`config.mk`:
```
export PLATFORM = sky130hd
export DESIGN_NAME = arb3_rr
export DESIGN_NICKNAME = d
export VERILOG_FILES = /design/src/rtl/arb3_rr.sv
export SDC_FILE = /design/constraint.sdc
export NUM_CORES = 1
export LEC_CHECK = 0
export CELL_PAD_IN_SITES_DETAIL_PLACEMENT = 0
export CELL_PAD_IN_SITES_GLOBAL_PLACEMENT = 1
export CORE_MARGIN = 4
export CORE_UTILIZATION = 44
export CTS_BUF_LIST = sky130_fd_sc_hd__clkbuf_16
export DETAILED_ROUTE_END_ITERATION = 6
export PLACE_DENSITY = 0.84
export REMOVE_ABC_BUFFERS = 1
export SYNTH_ARGS = -nofsm -noshare
export SYNTH_HDL_FRONTEND = slang
export SYNTH_SLANG_ARGS = --single-unit
```
`constraint.sdc`:
```
create_clock -name clk -period 4.3 [get_ports clk]
set_input_delay 1.075 -clock clk [delete_from_list [all_inputs] [get_ports clk]]
set_output_delay 1.075 -clock clk [all_outputs]
set_load 0.03 [all_outputs]
```
`src/rtl/arb3_rr.sv`:
```
// Three-way round-robin arbiter with a bounded hold quantum.
// Grant, owner and busy are all registered; the next grant is decided from req in one edge.
module arb3_rr #(
    parameter int unsigned QUANTUM = 4
) (
    input  logic       clk,
    input  logic       reset,
    input  logic [2:0] req,
    output logic [2:0] gnt,
    output logic [1:0] owner,
    output logic       busy
);

    // Encoding matches the owner output so the state register drives it directly
    typedef enum logic [1:0] {
        S_OWN_A = 2'd0,
        S_OWN_B = 2'd1,
        S_OWN_C = 2'd2,
        S_IDLE  = 2'd3
    } state_t;

    localparam logic [3:0] QMAX = 4'(QUANTUM);

    state_t      r_state;
    logic [1:0]  r_last;
    logic [3:0]  r_cnt;
    logic [2:0]  r_gnt;
    logic        r_busy;

    state_t      w_state_nxt;
    logic [1:0]  w_last_nxt;
    logic [3:0]  w_cnt_nxt;
    logic [2:0]  w_gnt_nxt;
    logic [2:0]  w_own_oh;
    logic [2:0]  w_excl;
    logic [2:0]  w_cand;
    logic        w_search;
    logic [1:0]  w_idx1;
    logic [1:0]  w_idx2;
    logic [1:0]  w_win;
    logic        w_found;

    always_comb begin
        w_own_oh = 3'b000;
        case (r_state)
            S_OWN_A: w_own_oh = 3'b001;
            S_OWN_B: w_own_oh = 3'b010;
            S_OWN_C: w_own_oh = 3'b100;
            default: w_own_oh = 3'b000;
        endcase
    end

    // Search order (last+1), (last+2), last, all mod 3
    always_comb begin
        w_idx1  = (r_last == 2'd2) ? 2'd0 : r_last + 2'd1;
        w_idx2  = (r_last == 2'd0) ? 2'd2 : r_last - 2'd1;
        w_cand  = req & ~w_excl;
        w_win   = r_last;
        w_found = 1'b1;
        if (w_cand[w_idx1]) begin
            w_win = w_idx1;
        end else if (w_cand[w_idx2]) begin
            w_win = w_idx2;
        end else if (w_cand[r_last]) begin
            w_win = r_last;
        end else begin
            w_found = 1'b0;
        end
    end

    always_comb begin
        w_state_nxt = r_state;
        w_last_nxt  = r_last;
        w_cnt_nxt   = r_cnt;
        w_search    = 1'b0;
        w_excl      = 3'b000;
        if (r_state == S_IDLE) begin
            w_search = |req;
        end else if (!(|(req & w_own_oh))) begin
            w_search = 1'b1;
            w_excl   = w_own_oh;
        end else if (r_cnt < QMAX) begin
            w_cnt_nxt = r_cnt + 4'd1;
        end else if (|(req & ~w_own_oh)) begin
            w_search = 1'b1;
            w_excl   = w_own_oh;
        end
        if (w_search) begin
            if (w_found) begin
                w_state_nxt = state_t'(w_win);
                w_last_nxt  = w_win;
                w_cnt_nxt   = 4'd1;
            end else begin
                w_state_nxt = S_IDLE;
                w_cnt_nxt   = '0;
            end
        end
    end

    always_comb begin
        w_gnt_nxt = 3'b000;
        case (w_state_nxt)
            S_OWN_A: w_gnt_nxt = 3'b001;
            S_OWN_B: w_gnt_nxt = 3'b010;
            S_OWN_C: w_gnt_nxt = 3'b100;
            default: w_gnt_nxt = 3'b000;
        endcase
    end

    always_ff @(posedge clk) begin
        if (reset) begin
            r_state <= S_IDLE;
            r_last  <= 2'd2;
            r_cnt   <= '0;
            r_gnt   <= '0;
            r_busy  <= 1'b0;
        end else begin
            r_state <= w_state_nxt;
            r_last  <= w_last_nxt;
            r_cnt   <= w_cnt_nxt;
            r_gnt   <= w_gnt_nxt;
            r_busy  <= (w_state_nxt != S_IDLE);
        end
    end

    assign gnt   = r_gnt;
    assign owner = r_state;
    assign busy  = r_busy;

endmodule

```
== Yosys cells after proc, flatten, opt, wreduce, memory -nomap -nowiden ==
Cells that the tools add are included.
Storage, ports and cells
  register bits after elaboration: 12
  input port bits: 5
  logic and storage cells: 65
Operators by class
  eq/ne operators: 8
  reductions and logical operators: 10
  add/sub/neg operators: 3
  magnitude comparators: 4
  bitwise logic cells: 5
  muxes and demuxes: 30
Operators with widths (number)
  $pmux W3 S3: 2
  $mux W4: 4
  $mux W2: 6
  $mux W3: 4
  $mux W1: 11
  $and A3 B3 Y3: 3
  $lt A2 B3 Y1 const B: 3
  $reduce_or A3 Y1: 3
  $eq A2 B2 Y1 const B: 4
  $bmux W1 S2: 3
  $logic_not A2 Y1: 3
  $not A3 Y3: 2
  $add A4 B1 Y4 const B: 1
  $eq A2 B1 Y1 const B: 2
  $lt A4 B3 Y1 const B: 1
  $ne A2 B2 Y1 const B: 2
  $reduce_bool A2 Y1: 2
  $reduce_and A3 Y1: 1
  $add A2 B1 Y2 const B: 1
  $reduce_and A2 Y1: 1
  $sub A2 B1 Y2 const B: 1

== Depth between registers and ports, before layout ==
Gate-level depths: netlist of the first run.
  depth in word-level cells: 20
  mapped depth: 8
  gate-level depth less buffers: 8

== Least setup slack after synthesis of the first run ==
OpenSTA, ideal clock, no wires.
  kind: in2reg
  from: input req[0]
  to: register r_last[0]
  data required time: 4.232 ns
  data arrival time: 2.428 ns
  cell stages on the path: 7
  setup time: 0.068 ns
  path slack: 1.804 ns
  path through: buf_4 -> o22ai_2 -> o21ai_1 -> o22ai_1 -> or4_4 -> a21o_1 -> a21oi_2
On the way
  word-level cells in the longest chain between the ends: 14
RTL lines
  start, declared: RTL line 8  | input logic [2:0] req,
  $and A3 B3 Y3: RTL line 84  | end else if (|(req & ~w_own_oh)) begin
  $reduce_or A3 Y1: RTL line 84
  $mux W3: RTL line 84
  $mux W3: RTL line 82  | end else if (r_cnt < QMAX) begin
  $mux W3: RTL line 79  | end else if (!(|(req & w_own_oh))) begin
  $mux W3: RTL line 77  | if (r_state == S_IDLE) begin
  $not A3 Y3: RTL line 57  | w_cand = req & ~w_excl;
  $and A3 B3 Y3: RTL line 57
  $bmux W1 S2: RTL line 64  | end else if (w_cand[r_last]) begin
  $mux W1 (implied by the code): RTL line 64
  $mux W1: RTL line 64
  $mux W1: RTL line 62  | end else if (w_cand[w_idx2]) begin
  $mux W1: RTL line 60  | if (w_cand[w_idx1]) begin
  $reduce_and A2 Y1 (no source line)
  end signal, assigned: RTL line 119  | r_last <= w_last_nxt;
  end, declared: RTL line 25  | logic [1:0] r_last;
Several ways; a longest one is shown, not always the timed one. The select of a mux whose other input is x is not followed.
A chain may end at the register's enable or synchronous reset.

== Worst setup path in the final report of the first run ==
  from: input req[2]
  to: register r_gnt[2], in the netlist gnt[2]
On the way
  word-level cells in the longest chain between the ends: 17
RTL lines
  $and A3 B3 Y3: RTL line 84
  $reduce_or A3 Y1: RTL line 84
  $mux W3: RTL line 84
  $mux W3: RTL line 82
  $mux W3: RTL line 79
  $mux W3: RTL line 77
  $not A3 Y3: RTL line 57
  $and A3 B3 Y3: RTL line 57
  $bmux W1 S2: RTL line 64
  $mux W1 (implied by the code): RTL line 64
  $mux W1: RTL line 64
  $mux W1: RTL line 62
  $mux W1: RTL line 60
  $mux W2: RTL line 89  | if (w_found) begin
  $mux W2 *: RTL line 88  | if (w_search) begin
  $eq A2 B2 Y1 (tied with other cells): RTL line 102  | case (w_state_nxt)
  $pmux W3 S3 *: RTL line 102
  end signal, assigned: RTL line 121  | r_gnt <= w_gnt_nxt;
  end, declared: RTL line 27  | logic [2:0] r_gnt;
Mark *: on every way between the ends. The rest lies on a longest branch, timed or not. The select of a mux whose other input is x is not followed.

==> results.cfg, run 1 <==
[clocking]
path_clk_slew_ns = 0.04
cts_htree_levels = 1
clkSinkCount = 12
cts_tree = yes
cts_resized = 0
root_buffer = clkbuf_16
cts_inserted_buffers = 3
clk_path_buf_depth = 2
post_cts_buffers = 0
clkLatencyLatePin_ns = 0.24
hold_buffers = 0

[setup_path]
crit_fanout = 12
slowest_delay_ns = 0.61
cp-start-kind = input port
worst_ep_arrival_time_ns = 3.29
path_cells = clkdlybuf4s50_1 -> nor2_1 -> nor3_4 -> o41ai_2 -> nor4_1 -> a2111oi_2 -> and2_1
crit_slowest_cell = clkdlybuf4s50_1
path_buf_inv = 1
cp-end-kind = flip-flop
worst_path_dominant_cell_family = compound AO/OA/AOI/OAI gates
crit_type = input port to flip-flop
crit_required_ns = 4.48

[placement]
dp_hpwl_um = 1660
dpl_cell_area_sq_mm = 0.00107
dp_cells = 148
portBuffers = 10
place_congestion = 0.867

[die]
die_area_sq_mm = 0.00304
coreArea_sq_mm = 0.00204
fp.dieW_um = 55.2
die_height_um = 55.2
rows = 16
start_util = 0.479
pin_count = 11

[finish]
drive_gt1_frac = 0.152
stdcell_area_sq_mm = 0.00115
layoutNonFillerInstCount = 152
final_core_util = 0.565
antenna_cells = 0
syn2layout_area_growth_pct = 17.9
layout.nets = 135

[route]
drtIter0Drc = 27
via_per_inst = 6.13
finalWirelength_um = 2200
drcViolationCount = 0
vias = 931
antenna_left = 0
wl_per_cell_um = 14.5
first_pass_iters = 4

[timing]
tightestPinTransition_ns = 0.511
fmax_mhz = 322
setup_tns_ns = 0
finalMaxSlewViolations = 0
report.final.hold_viol_count = 0
finalCritPeriodShare = 0.722
setup_violations = 0
clock_skew_ns = 0.00236
max_slew_margin = 0.659
rsz0062_at_grt = no
period_minus_slack_ns = 3.10

[synthesis]
postSynthCellCount = 117
seq_area_frac_synth = 0.246
syn_area_sq_um = 978
async_reset_ff_frac = 0
yosysTopAreaCell = dfxtp_1
synth_edf_count = 0
synthTopCellsByCount = dfxtp_1, a21oi_1, nand2_1, inv_1, nor2_1
synthTopCellsByArea = dfxtp_1, ha_1, a21oi_1
synth_most_common_cell = dfxtp_1
synth_cell_types = 54
ys.flop_type = dfxtp_1
synth.avg_cell_area_sq_um = 8.36
ys_ff_latch = 12
synth_top_area_share = 0.246
yosys_warnings = 0

[hold_path]
hold_class = flip-flop to flip-flop

[power_and_ir_drop]
p_per_area_mw_per_mm2 = 698
p_total_uw = 805
irDropWorstVdd_uv = 407
leakagePower_uw = 0.000443

[grt]
grt_usage = 0.164
grt.overflow.total = 0
grt_pass1_wl_um = 3660
antenna_found_initial = 0
first_global_vias = 854
grt_max_degree = 15

[status]
status = complete, no violations

[run]
max_cap_viol_count = 0
-- cell type report --
| class | count | area [sq um] |
|---|---|---|
| clock inverter | 1 | 3.75 |
| tap | 27 | 33.8 |
| clock buffer | 3 | 75.1 |
| inverter | 7 | 26.3 |
| sequential | 12 | 240 |
| timing repair buffer | 10 | 100 |
| multi-input combinational | 92 | 674 |
| fill | 186 | 888 |
-- per-stage QoR --
| step | worst slack [ns] | hold WS (ns) |
|---|---|---|
| after floorplan | 1.82 | 0.457 |
| after global placement | 0.930 | 0.479 |
| after detailed placement | 0.946 | 0.485 |
| after CTS | 1.20 | 0.493 |
| after global routing | 0.942 | 0.516 |
| final | 1.20 | 0.491 |
-- where the power goes --
group          total [uW]  internal (uW)  leakage, uW  switching (uW)
sequential            201            148    0.0000990            52.9
combinational         437            192     0.000305             245
clock                 167            122    0.0000385            45.0
-- worst paths after layout --
kind,cells past startpoint,slack [ns],startpoint,end
max,7,1.20,req[2],gnt[2]
min,2,0.49,r_cnt[1],r_cnt[1]
max reg2reg,7,1.99,r_last[0],gnt[1]
min reg2reg,2,0.49,r_cnt[1],r_cnt[1]
-- sequential cells by signal, indices dropped and copies added (netlist names), named ones only --
register and cells:
gnt 3, r_last 2, owner 1, r_cnt 4, busy 1
-- kinds of logic after synthesis --
logic type               synth area share
buffers and inverters              0.0652
flip-flops                          0.246
AO/OA/AOI/OAI                       0.372
AND/OR/NAND/NOR                     0.266
adder cells (fa/ha/maj)            0.0512
-- cell usage in the layout (no fill, tap or decap), types with 2 or more instances in the layout --
| cell | count |
|---|---|
| dfxtp_1 | 12 |
| a21oi_1 | 9 |
| a211oi_1 | 2 |
| nand2b_1 | 4 |
| nor3_1 | 5 |
| nor2b_1 | 4 |
| o21ai_1 | 2 |
| a31oi_1 | 2 |
| clkbuf_16 | 3 |
| or2_2 | 2 |
| clkdlybuf4s50_1 | 10 |
| o21ai_2 | 2 |
| o21bai_1 | 2 |
| a21o_1 | 2 |
| inv_1 | 6 |
| nand2_1 | 9 |
| nor2_1 | 6 |
| nand3_1 | 4 |
| o41ai_2 | 2 |
| ha_1 | 4 |
-- worst reg2reg max path, stage by stage (launching register included) --
cell	delay [ns]
dfxtp_1	0.45
inv_1	0.14
ha_1	0.37
a22oi_1	0.24
o22ai_1	0.17
nor4_1	0.49
a211o_1	0.24
nor3b_2	0.15
-- routing by layer --
layer  vias to the layer above  part of all wire  GRT usage  routed length, um
li1                        459                 -          -                  -
met1                       438              0.45      0.206                994
met2                        30              0.47      0.270               1040
met3                         4             0.062     0.0429                137
met4                         0             0.012     0.0567                 27
met5                         -                 0          0                  0
No activity file was read; power rests on OpenSTA's default activity.
==> run 2, diff against run 1 <==
--- a/config.mk
+++ b/config.mk
@@ -8,10 +8,10 @@
 export CELL_PAD_IN_SITES_DETAIL_PLACEMENT = 0
 export CELL_PAD_IN_SITES_GLOBAL_PLACEMENT = 1
 export CORE_MARGIN = 4
-export CORE_UTILIZATION = 44
+export CORE_UTILIZATION = 37
 export CTS_BUF_LIST = sky130_fd_sc_hd__clkbuf_16
 export DETAILED_ROUTE_END_ITERATION = 6
-export PLACE_DENSITY = 0.84
+export PLACE_DENSITY = 0.76
 export REMOVE_ABC_BUFFERS = 1
 export SYNTH_ARGS = -nofsm -noshare
 export SYNTH_HDL_FRONTEND = slang
==> constraint.sdc (replaced) <==
create_clock -name clk -period 2.6 [get_ports clk]
set_input_delay 0.65 -clock clk [delete_from_list [all_inputs] [get_ports clk]]
set_output_delay 0.65 -clock clk [all_outputs]
set_load 0.03 [all_outputs]
==> results.cfg, run 2 (same netlist as run 1, synthesis figures left out) <==
[finish]
final_cell_mix = buf_4, dfxtp_1, nand2_1, a21oi_1, clkdlybuf4s50_1
layout.nets = 156
stdcell_area_sq_mm = 0.00134
largest_reg_flops = 4
drive_gt1_frac = 0.295
top_register = r_cnt
final_core_util = 0.537
syn2layout_area_growth_pct = 37.1
antenna_cells = 0
final_common_cell = buf_4

[placement]
dpl_cell_area_sq_mm = 0.00124
place_ws_ns = -0.163
place_congestion = 0.934
dp_hpwl_um = 1910
portBuffers = 10

[clocking]
cts_htree_levels = 1
hold_buffers = 0
path_clk_slew_ns = 0.04
clkSinkCount = 12
clk_path_buf_depth = 2
cts_inserted_buffers = 3
cts_tree = yes
post_cts_buffers = 0
root_buffer = clkbuf_16
cts_resized = 0
clkLatencyLatePin_ns = 0.24

[route]
antenna_left = 0
drtIter0Drc = 36
vias = 976
first_pass_iters = 4
wl_per_cell_um = 14.1
drcViolationCount = 0
finalWirelength_um = 2480
via_per_inst = 5.55

[setup_path]
crit_type = input port to flip-flop
cp-start-kind = input port
crit_fanout = 8
crit_required_ns = 2.77
worst_ep_arrival_time_ns = 2.60
cp-end-kind = flip-flop

[timing]
report.final.hold_viol_count = 0
finalCritPeriodShare = 0.937
max_slew_margin = 0.643
clock_skew_ns = 0.00254
tightestPinTransition_ns = 0.535
finalMaxSlewViolations = 0
rsz0062_at_grt = no
setup_violations = 0
period_minus_slack_ns = 2.44
fmax_mhz = 411
fin_ws_ns = 0.165

[power_and_ir_drop]
leakagePower_uw = 0.000559
irDropWorstVdd_uv = 854
p_per_area_mw_per_mm2 = 1080

[die]
coreArea_sq_mm = 0.00250
rows = 18
die_height_um = 59.4
pin_count = 11
die_area_sq_mm = 0.00353
fp.dieW_um = 59.4
start_util = 0.391

[grt]
first_global_vias = 939
grt_max_degree = 15
grt_pass1_wl_um = 4220
grt_usage = 0.155
antenna_found_initial = 0
grt.overflow.total = 0

[run]
max_cap_viol_count = 0

[status]
status = complete, no violations

[hold_path]
hold_class = flip-flop to flip-flop
[run 2: changes by cell type in the layout (fill, tap and decap cells not counted)]
cell	delta
o21ai_1	-1
buf_4	+21
clkdlybuf4s50_1	-1
o21ai_2	+1
o41ai_2	-1
o41ai_4	+1
nor4_2	+1
nor2_1	-1
nor4_1	-1
dlymetal6s2s_1	+1
nor2_2	+1
[run 2: worst max-delay path, cell delays in order]
cell,delay [ns]
clkdlybuf4s50_1,0.47
buf_4,0.16
o21ai_2,0.07
o21ai_2,0.22
o41ai_4,0.15
or4_4,0.57
a21o_1,0.20
a21oi_2,0.10
[run 2: layout make-up]
class,count,area [sq um]
Multi-Input combinational cell,92,698
Sequential cell,12,240
Fill cell,246,1160
Timing Repair Buffer,31,260
Inverter,7,26.3
Tap cell,30,37.5
Clock buffer,3,75.1
Clock inverter,1,3.75
[run 2: through the flow]
step                hold slack (ns)  power (uW)  setup TNS [ns]  std cells
detailed placement            0.499        1150          -0.948        172
global placement              0.480        1140          -0.712        172
global route                  0.531        1570               0        176
floorplan                     0.457         860               0        111
finish                        0.504        1450               0        176
CTS                           0.505        1430               0        176
[run 2: path summary, 6_finish.rpt]
kind              from        end  slack (ns)  cells after the start
max             req[1]  r_last[0]        0.16                      8
min           r_cnt[1]   r_cnt[1]        0.50                      2
max reg2reg  r_last[0]  r_last[0]        0.30                      7
min reg2reg   r_cnt[1]   r_cnt[1]        0.50                      2
[run 2: per-layer routing]
metal  up-vias  routed length, um  part of all wire  track usage
met5         -                  0                 0            0
met4         0                  0                 0       0.0129
met3         0                 79             0.032       0.0414
met2        15               1260              0.51        0.257
met1       455               1150              0.46        0.207
li1        506                  -                 -            -
[run 2: where the power goes]
| group | switching (uW) | internal [uW] |
|---|---|---|
| sequential | 90.9 | 245 |
| combinational | 433 | 408 |
| clock | 74.0 | 202 |
==> run 3, diff against run 2 <==
==> constraint.sdc (replaced) <==
create_clock -name clk -period 2.1 [get_ports clk]
set_input_delay 0.525 -clock clk [delete_from_list [all_inputs] [get_ports clk]]
set_output_delay 0.525 -clock clk [all_outputs]
set_load 0.03 [all_outputs]
==> results.cfg, run 3 (same netlist as run 1, synthesis figures left out) <==
[clocking]
root_buffer = clkbuf_16
hold_buffers = 0
clkLatencyLatePin_ns = 0.24
clk_path_buf_depth = 2
cts_htree_levels = 1
clkSinkCount = 12
cts_inserted_buffers = 3
cts_tree = yes
path_clk_slew_ns = 0.04

[placement]
dp_hpwl_um = 2150
dpl_cell_area_sq_mm = 0.00131
dp_cells = 182
place_congestion = 0.946
place_ws_ns = -0.498
portBuffers = 10

[die]
rows = 18
die_height_um = 59.4
coreArea_sq_mm = 0.00250
pin_count = 11
fp.dieW_um = 59.4
die_area_sq_mm = 0.00353
start_util = 0.391

[timing]
setup_violations = 0
fin_ws_ns = 0.0359
finalCritPeriodShare = 0.983
clock_skew_ns = 0.00326
max_slew_margin = 0.722
report.final.hold_viol_count = 0
hold_ws_ns = 0.496
fmax_mhz = 484
finalMaxSlewViolations = 0
period_minus_slack_ns = 2.06
rsz0062_at_grt = yes
tightestPinTransition_ns = 0.416

[power_and_ir_drop]
leakagePower_uw = 0.000638
irDropWorstVdd_uv = 1420
p_total_uw = 2270
p_per_area_mw_per_mm2 = 1430

[route]
first_pass_iters = 4
vias = 1079
wl_per_cell_um = 16.6
drtIter0Drc = 26
antenna_left = 0
drcViolationCount = 0
via_per_inst = 5.65
finalWirelength_um = 3180

[setup_path]
crit_type = flip-flop to flip-flop
cp-start-kind = flip-flop
cp-startpoint = r_last[0]
crit_required_ns = 2.22
r2r_slack_ns = 0.04
cp-end-kind = flip-flop
critPathCapture = gnt[1]
worst_ep_arrival_time_ns = 2.18
timing.rr.end = gnt[1]
r2r_cells = 9
crit_fanout = 4
r2r_start = r_last[0]

[grt]
grt_usage = 0.182
grt_pass1_wl_um = 4910
first_global_vias = 1094
grt_max_degree = 13
grt.overflow.total = 0
grt.met1_usage = 0.217
use_met2 = 0.315
grt.busiest_layer = met2
antenna_found_initial = 0
met3_usage = 0.0479

[finish]
final_common_cell = buf_4
largest_reg_flops = 4
drive_gt1_frac = 0.522
final_cell_mix = buf_4, nand2_1, a21oi_1
layout.nets = 171
antenna_cells = 0
layoutNonFillerInstCount = 191
stdcell_area_sq_mm = 0.00158
top_register = r_cnt
syn2layout_area_growth_pct = 61.9

[run]
max_cap_viol_count = 0

[status]
status = complete, no violations

[hold_path]
hold_class = flip-flop to flip-flop
==> run 3: cell types whose count changed in the layout (fill, tap and decap cells not counted), moves of 2 or more <==
cell,delta
nor3_2,+2
buf_4,+15
dfxtp_1,-5
ha_1,-2
dfxtp_2,+5
clkdlybuf4s15_1,+2
inv_2,+2
inv_1,-2
clkdlybuf4s50_1,-3
nor3_1,-2
==> run 3: what timing repair did <==
item,CTS,global route
pin swaps,7,11
setup buffers,3,2
setup endpoints to repair,13,10
gates resized for setup,17,26
==> run 3: power by group <==
| part | switching (uW) | total [uW] | internal (uW) |
|---|---|---|---|
| Combinational | 779 | 1530 | 749 |
| Clock | 99.6 | 350 | 251 |
| Sequential | 80.7 | 389 | 309 |
==> run 3: worst min path at each step <==
stage | from | end | slack [ns] | cells past startpoint
2_1_floorplan | r_cnt[1] | r_cnt[1] | 0.46 | 2
5_1_grt | r_cnt[1] | r_cnt[1] | 0.53 | 2
3_5_place_dp | r_cnt[1] | r_cnt[1] | 0.49 | 2
3_3_place_gp | r_cnt[1] | r_cnt[1] | 0.48 | 2
4_1_cts | r_cnt[1] | r_cnt[1] | 0.50 | 2
6_report | r_cnt[1] | r_cnt[1] | 0.50 | 2
==> run 3: area by class of cell <==
class / count / area (sq um)
clock buffers: 3 / 75.1
clock inverters: 1 / 3.75
fillers: 201 / 916
inverters: 7 / 26.3
repair buffers: 46 / 368
flip-flops and latches: 12 / 246
multi-input cells: 92 / 827
well taps: 30 / 37.5
==> run 3: per-layer routing <==
layer | routed length [um] | part of all wire | vias up
met5 | 0 | 0 | -
met4 | 78 | 0.025 | 0
met3 | 98 | 0.031 | 10
met2 | 1660 | 0.52 | 27
met1 | 1340 | 0.42 | 512
li1 | - | - | 530
==> run 3: through the flow <==
step	setup TNS, ns	util
detailed placement	-4.66	0.525
CTS	0	0.590
global route	-0.447	0.634
finish	0	0.634
floorplan	0	-
global placement	-4.31	0.525
==> run 3: critical path, stage by stage, from the launching register on <==
cell	delay (ns)
dfxtp_1	0.33
buf_4	0.13
ha_4	0.16
inv_1	0.06
a22oi_2	0.28
buf_4	0.17
a2bb2oi_2	0.18
a211oi_2	0.12
a211o_1	0.33
nor3b_2	0.16
